File: src/rtl/regfile_mp_pkg.sv
// Shared defaults and port-count limits for the multi-port register file.
package regfile_mp_pkg;

    localparam int unsigned DefDw  = 16;
    localparam int unsigned DefAw  = 4;
    localparam int unsigned DefNreg = 2 ** DefAw;
    localparam int unsigned MinRd  = 1;
    localparam int unsigned MaxRd  = 4;
    localparam int unsigned MinWr  = 1;
    localparam int unsigned MaxWr  = 3;

    // Low bit of lane k in a vector of packed w-bit lanes.
    function automatic int unsigned lane_lo(input int unsigned k, input int unsigned w);
        return k * w;
    endfunction

endpackage

File: src/rtl/regfile_mp_wsel.sv
// Fixed-priority write-port select: reports whether any enabled write port targets addr
// and, if so, the data of the highest-index matching port.
module regfile_mp_wsel
    import regfile_mp_pkg::*;
#(
    parameter int unsigned DW  = DefDw,
    parameter int unsigned AW  = DefAw,
    parameter int unsigned NWR = 2
) (
    input  logic [NWR-1:0]    wen,
    input  logic [NWR*AW-1:0] waddr,
    input  logic [NWR*DW-1:0] wdata,
    input  logic [AW-1:0]     addr,
    output logic              hit,
    output logic [DW-1:0]     data
);

    always_comb begin
        hit  = 1'b0;
        data = '0;
        // Ascending scan so the highest matching index is the last to assign.
        for (int unsigned k = 0; k < NWR; k++) begin
            if (wen[k] && (waddr[lane_lo(k, AW) +: AW] == addr)) begin
                hit  = 1'b1;
                data = wdata[lane_lo(k, DW) +: DW];
            end
        end
    end

endmodule

File: src/rtl/regfile_mp.sv
// Multi-port register file with prioritised writes, write-to-read bypass and a
// per-register busy scoreboard for RAW hazard detection at decode.
module regfile_mp
    import regfile_mp_pkg::*;
#(
    parameter int unsigned DW      = DefDw,
    parameter int unsigned AW      = DefAw,
    parameter int unsigned NRD     = 2,
    parameter int unsigned NWR     = 2,
    parameter bit          ZERO_R0 = 1'b1,
    parameter bit          BYPASS  = 1'b1
) (
    input  logic              clk,
    input  logic              rst,
    input  logic [NWR-1:0]    wen,
    input  logic [NWR*AW-1:0] waddr,
    input  logic [NWR*DW-1:0] wdata,
    input  logic [NRD*AW-1:0] raddr,
    output logic [NRD*DW-1:0] rdata,
    output logic [NRD-1:0]    rbusy,
    input  logic              iss_valid,
    input  logic [AW-1:0]     iss_addr
);

    localparam int unsigned NREG = 2 ** AW;

    logic [DW-1:0]   mem_q [NREG];
    logic [DW-1:0]   mem_d [NREG];
    logic [NREG-1:0] busy_q;
    logic [NREG-1:0] busy_d;
    logic [NREG-1:0] w_hit;
    logic [DW-1:0]   w_data [NREG];

    for (genvar r = 0; r < NREG; r++) begin : g_reg
        regfile_mp_wsel #(
            .DW  (DW),
            .AW  (AW),
            .NWR (NWR)
        ) u_wsel (
            .wen   (wen),
            .waddr (waddr),
            .wdata (wdata),
            .addr  (AW'(r)),
            .hit   (w_hit[r]),
            .data  (w_data[r])
        );
    end

    always_comb begin
        for (int unsigned r = 0; r < NREG; r++) begin
            mem_d[r]  = w_hit[r] ? w_data[r] : mem_q[r];
            // A new issue outranks a same-edge write: the newer producer is still in flight.
            busy_d[r] = (iss_valid && (iss_addr == AW'(r))) ? 1'b1 :
                        w_hit[r] ? 1'b0 : busy_q[r];
            if (ZERO_R0 && (r == 0)) begin
                mem_d[r]  = '0;
                busy_d[r] = 1'b0;
            end
        end
    end

    always_ff @(posedge clk) begin
        if (rst) begin
            for (int unsigned r = 0; r < NREG; r++) begin
                mem_q[r] <= '0;
            end
            busy_q <= '0;
        end else begin
            mem_q  <= mem_d;
            busy_q <= busy_d;
        end
    end

    for (genvar j = 0; j < NRD; j++) begin : g_rd
        logic [AW-1:0] ra;
        logic          is_zero;
        logic          r_hit;
        logic [DW-1:0] r_data;
        logic          fwd;

        assign ra = raddr[lane_lo(j, AW) +: AW];

        regfile_mp_wsel #(
            .DW  (DW),
            .AW  (AW),
            .NWR (NWR)
        ) u_wsel (
            .wen   (wen),
            .waddr (waddr),
            .wdata (wdata),
            .addr  (ra),
            .hit   (r_hit),
            .data  (r_data)
        );

        assign is_zero = ZERO_R0 && (ra == '0);
        assign fwd     = BYPASS && r_hit;

        assign rdata[lane_lo(j, DW) +: DW] = (rst || is_zero) ? '0 :
                                             fwd ? r_data : mem_q[ra];
        assign rbusy[j] = !rst && !is_zero && !fwd && busy_q[ra];
    end

endmodule

File: config.mk
export PLATFORM = sky130hd
export DESIGN_NAME = regfile_mp
export DESIGN_NICKNAME = d
export VERILOG_FILES = /design/src/rtl/regfile_mp_pkg.sv /design/src/rtl/regfile_mp_wsel.sv /design/src/rtl/regfile_mp.sv
export SDC_FILE = /design/constraint.sdc
export NUM_CORES = 1
export LEC_CHECK = 0
export CORE_MARGIN = 3
export CORE_UTILIZATION = 35
export DETAILED_ROUTE_END_ITERATION = 12
export SETUP_SLACK_MARGIN = 0.3
export SYNTH_ARGS = -nofsm -noshare
export SYNTH_HDL_FRONTEND = slang
export SYNTH_SLANG_ARGS = --single-unit
File: constraint.sdc
create_clock -name clk -period 2.9 [get_ports clk]
set_input_delay 0.58 -clock clk [delete_from_list [all_inputs] [get_ports clk]]
set_output_delay 0.58 -clock clk [all_outputs]
set_load 0.01 [all_outputs]
== Yosys cells after proc, flatten, opt, wreduce, memory -nomap -nowiden ==
Index checks and enable logic that the tools add are counted.

* Reduce and logical (&&, ||, !) cells: 79
* Multiplexer cells: 112
* Multipliers: 0
* Eq/ne operators: 49
* Divide/modulo/power cells: 0
* Bitwise gates (word level): 2
* Magnitude comparators: 4
* Add/subtract/negate cells: 0
* Shifts and indexed selects: 0

{| class="wikitable"
|+ Operator list
! cell !! number
|-
| $mux W16 || 42
|-
| $bmux W16 S4 || 2
|-
| $eq A4 B4 Y1 const B || 24
|-
| $mux W1 || 66
|-
| $logic_and A1 B1 Y1 || 55
|-
| $eq A4 B3 Y1 const B || 12
|-
| $reduce_bool A2 Y1 || 15
|-
| $eq A4 B2 Y1 const B || 6
|-
| $eq A4 B4 Y1 || 4
|-
| $eq A4 B1 Y1 const B || 3
|-
| $ge A5 B5 Y1 const B || 2
|-
| $lt A4 B5 Y1 const B || 2
|-
| $not A4 Y5 || 2
|-
| $bmux W1 S4 || 2
|-
| $logic_not A4 Y1 || 2
|-
| $logic_not A1 Y1 || 5
|-
| $logic_or A1 B1 Y1 || 2
|}

* Register bits after elaboration: 272
* Bits in writable memories: 0
* Bits in read-only memories: 0
* Memories kept: 0
* Bits in latches: 0
* Logic and storage cells: 278
* Output and inout port bits: 34
* Input port bits: 57

== Logic depth before layout (Yosys ltp) ==
* Depth after elaboration: 7
* Depth in mapped cells: 9
* Mapped depth without buffers: 5

== Hierarchy ==
From an unflattened synthesis, not the netlist that was laid out.

* Cells, all modules: 2,408
* Area total of the unflattened synthesis: 21,957.3 µm²

{| class="wikitable"
|+ Modules (own cells, without submodules)
! module !! instances !! area an instance (µm²) !! seq. area each (µm²) !! cells an instance
|-
| regfile_mp || 1 || 13,555.5 || 5,104.9 || 1,235
|-
| regfile_mp_wsel || 17 || 494.2 || 0.0 || 69
|}

== Worst setup path before layout ==
No wires, ideal clock.

* Path kind: input to output
* Start: input raddr[0]
* End: output rdata[11]
* Arrival: 2,083 ps
* Required time: 2,320 ps
* Path slack: 237 ps
* Stages: 6
* Path buffers: 3
* Cells stage by stage: buf_6 buf_6 buf_2 mux4_2 mux4_2 o221a_1

* Cells in the longest elaborated chain, start to end: 6
* Elaborated cells between the ends (all ways): 16
* Those cells by class: 2 x eq/ne; 9 x mux; 1 x bitwise; 4 x reduce/logical

{| class="wikitable"
|+ RTL lines
! element !! RTL line !! source
|-
| from (decl) || regfile_mp.sv:18 || <nowiki>input logic [NRD*AW-1:0] raddr,</nowiki>
|-
| $not A4 Y5 (not written as such) or $eq A4 B4 Y1 (tied branches) || regfile_mp.sv:100, regfile_mp_wsel.sv:23 ||
|-
| $bmux W16 S4 or $logic_and A1 B1 Y1 (tied branches) || regfile_mp.sv:100, regfile_mp_wsel.sv:23 ||
|-
| $mux W16 (not written as such), or another cell as far along (2 in series) || regfile_mp.sv:100 || <nowiki>fwd ? r_data : mem_q[ra];</nowiki>
|-
| $mux W16 || regfile_mp.sv:100 ||
|-
| $mux W16 * || regfile_mp.sv:99 || <nowiki>assign rdata[lane_lo(j, DW) +: DW] = (rst || is_zero) ? '0 :</nowiki>
|-
| to (decl) || regfile_mp.sv:19 || <nowiki>output logic [NRD*DW-1:0] rdata,</nowiki>
|}

Mark *: on every way between the ends. The rest lies on a longest branch, timed or not. The select of a mux whose other input is x is not followed.

== Worst setup path after layout ==
* Start: input raddr[2]
* End: output rbusy[0]

* Cells in the longest elaborated chain, start to end: 7
* Elaborated cells between the ends (all ways): 14
* Those cells by class: 2 x eq/ne; 4 x mux; 8 x reduce/logical

{| class="wikitable"
|+ RTL lines
! element !! RTL line !! source
|-
| $eq A4 B4 Y1 || regfile_mp_wsel.sv:23 || <nowiki>if (wen[k] && (waddr[lane_lo(k, AW) +: AW] == addr)) begin</nowiki>
|-
| $logic_and A1 B1 Y1 || regfile_mp_wsel.sv:23 ||
|-
| $mux W1 (2 in series) || regfile_mp_wsel.sv:23 ||
|-
| $logic_not A1 Y1 || regfile_mp.sv:101 || <nowiki>assign rbusy[j] = !rst && !is_zero && !fwd && busy_q[ra];</nowiki>
|-
| $logic_and A1 B1 Y1 || regfile_mp.sv:101 ||
|-
| $logic_and A1 B1 Y1 * || regfile_mp.sv:101 ||
|-
| to (decl) || regfile_mp.sv:20 || <nowiki>output logic [NRD-1:0] rbusy,</nowiki>
|}

Marks and branches as above.

==> flow_summary.toml <==
[timing]
fin_worst_skew_ns = 0
worst_slack_ns = -0.122
fmax_mhz = 331
slew_headroom_pct = 39.6
drv_slew = 0
rsz0062_at_grt = "yes"
period_minus_slack_ns = 3.02
worstMarginPinSlew_ns = 0.906
finalHoldViolations = 0
finalCritPeriodShare_pct = 104
setup_violations = 13

[placed_design]
gp_congestion = 0.986
dp.cells = 2547
postPlaceCellArea_um2 = 19700
pre_cts_slack_ns = -0.764
hpwlAfterDp_mm = 47.9
portBuffers = 90

[cells_and_area]
multi_input_area_um2 = 10900
fin_nets = 2126
final_common_cell = "nor2_1"
nFillCells = 4167
layout.cells.most_common_list = "nor2_1, a211oi_1, dfxtp_1"
drive_gt1_share_pct = 36.2
syn_to_final_growth_pct = 37.4
finalInstanceArea_um2 = 22800
stdcell_count = 2698
antennaDiodeCount = 0
regArea_um2 = 5150

[power_and_ir_drop]
p_per_area_nw_per_um2 = 434
power_leakage_uw = 0.00834
switchingPower_uw = 2800
ir_drop_uv = 423
seqPwrFrac_pct = 37.6
p_clk_share_pct = 42.0
pwr-share-comb_pct = 20.5
p_sw_share_pct = 28.3
internal-power_uw = 7090

[grt]
met2_usage_pct = 43.0
grt.met1_usage_pct = 40.5
grt_pass1_vias = 16900
use_met3_pct = 8.43
grt_busiest_layer = "met2"
grt_pass1_wl_mm = 112
grt_max_degree = 77
grt.overflow.total = 0
antenna_found_initial = 0
track_usage_pct = 29.9

[synthesis]
avgSynthCellArea_um2 = 9.05
yosysWarnings = 0
ys_ff_latch = 255
synthCells = 1831
syn_area_um2 = 16600
synth.net_count = 1888
seq_area_frac_synth_pct = 30.8
synth_cell_types = 51
synth-main-ff-cell = "dfxtp_1"
synthArstFlopShare_pct = 0
synth_enable_flop_cells = 0

[clock_network]
clk_latency_ns = 0.59
cts_tree = "yes"
clock-root-buffer = "clkbuf_16"
clkTransAtPathRegs_ns = 0.06
clock_sinks = 255
cts_made_buffers = 29
cts_max_path_buffers = 3
htreeDepth = 1

[detailed_routing]
num_vias = 17400
wire_per_inst_um = 28.6
drt_iter0_markers = 2487
routed_via_density = 6.44
ant_nets = 0
drc = 0
dr.pass1.iters = 6
wirelength_mm = 77.1

[floorplanning]
dieArea_um2 = 50000
die_w_um = 224
start_util_pct = 35.5
rows = 79
core-area_um2 = 46700
fp.dieH_um = 224
pin_count = 91

[critical_path]
ff2ff_path_depth = 3
worstReg2RegStart = "mem_q[185]"
crit_path_end_kind = "primary output"
start_kind = "input port"
critPathRequiredTime_ns = 2.32
r2r_end = "mem_q[185]"
arrival_ns = 2.44
r2r_slack_ns = 2.02
crit_type = "in -> out"
worstSetupStartpoint = "raddr[2]"
critPathCapture = "rbusy[0]"
path_max_fanout = 10

[run_status]
status = "complete, but fails checks"
violations = "setup timing"

[hold_path]
min_from = "busy_q[14]"
min_path_type = "reg -> reg"

[flow_run]
cap_viol_max_count = 0
cells in the mapped netlist, types with 15 or more instances:
cell	number	area, um2
o21ai_0	17	85.1
nor3_1	70	350
a211oi_1	240	1800
a221oi_1	23	201
mux2i_1	107	1070
clkbuf_1	135	507
mux4_2	117	2640
a21oi_1	156	781
mux2_2	43	484
nor2_1	340	1280
dfxtp_1	255	5100
clkinv_1	28	105
buf_2	54	270
nor2b_1	18	113
a22o_1	21	184
nand2_1	26	97.6
o21a_1	15	113
buf_1	16	60.1
registers in the layout (all words and copies together) (netlist names):
signal	count
busy_q	15
mem_q	240
cells by family (layout without fill, tap and decap cells):
logic type | count (synthesis) | after routing | share of synthesized area (%)
DFF | 255 | 255 | 30.8
and+or+nand+nor | 505 | 505 | 13.3
AOI/OAI and AO/OA | 519 | 520 | 22.3
buffers and inverters | 269 | 528 | 7.47
xor gates and xnor gates | 16 | 16 | 0.846
muxes | 267 | 267 | 25.3
worst max-delay path: stages:
cell             delay, ns
buf_16                0.13
buf_12                0.13
buf_16                0.14
xor2_1                0.19
nor3_2                0.07
nand3_2               0.12
buf_4                 0.12
nand2_2               0.07
buf_12                0.16
nor4_4                0.34
buf_4                 0.17
clkdlybuf4s15_2       0.21
power groups by stage:
stage | clock network, uW | logic, uW | registers, uW
global placement | 0 | 1600 | 3780
global route | 4290 | 2090 | 3720
finish | 4150 | 2020 | 3710
detailed placement | 0 | 1620 | 3780
floorplan | 0 | 901 | 3740
CTS | 4150 | 1900 | 3710
cell type report:
class / instances / share of cell area [%]
clock inverters: 12 / 0.950
repair buffers: 439 / 21.1
multi-input cells: 1308 / 47.6
well taps: 607 / 3.33
flip-flops and latches: 255 / 22.6
inverters: 36 / 0.714
clock buffers: 41 / 3.65
worst min path at each step:
stage	endpoint	slack [ns]	depth (start not counted)
after floorplan	busy_q[12]	0.46	2
after global placement	busy_q[12]	0.47	2
after detailed placement	busy_q[13]	0.49	2
after CTS	busy_q[13]	0.50	2
after global routing	busy_q[13]	0.54	2
final	busy_q[14]	0.51	2
metal layers:
| metal | part of all wire, % | wire (um) |
|---|---|---|
| met5 | 0 | 0 |
| met4 | 6.6 | 5080 |
| met3 | 14 | 10500 |
| met2 | 42 | 32100 |
| met1 | 38 | 29300 |
through the flow:
stage | TNS, ns | util (%) | hold WS (ns) | power [uW]
2_1_floorplan | 0 | - | 0.455 | 4650
3_3_place_gp | -20.44 | 42.2 | 0.474 | 5380
3_5_place_dp | -21.09 | 42.2 | 0.491 | 5400
4_1_cts | -0.379 | 48.0 | 0.501 | 9750
5_1_grt | -0.897 | 48.8 | 0.535 | 10100
6_report | -0.705 | 48.8 | 0.514 | 9890
what timing repair did:
item                                    CTS  global route
pin swaps                                44            30
hold buffers                              0             0
buffers inserted                         69            15
endpoints found under the setup margin   34            34
resized for setup                       397            50
cloned                                   12             2
(Power assumes the default switching activity.)
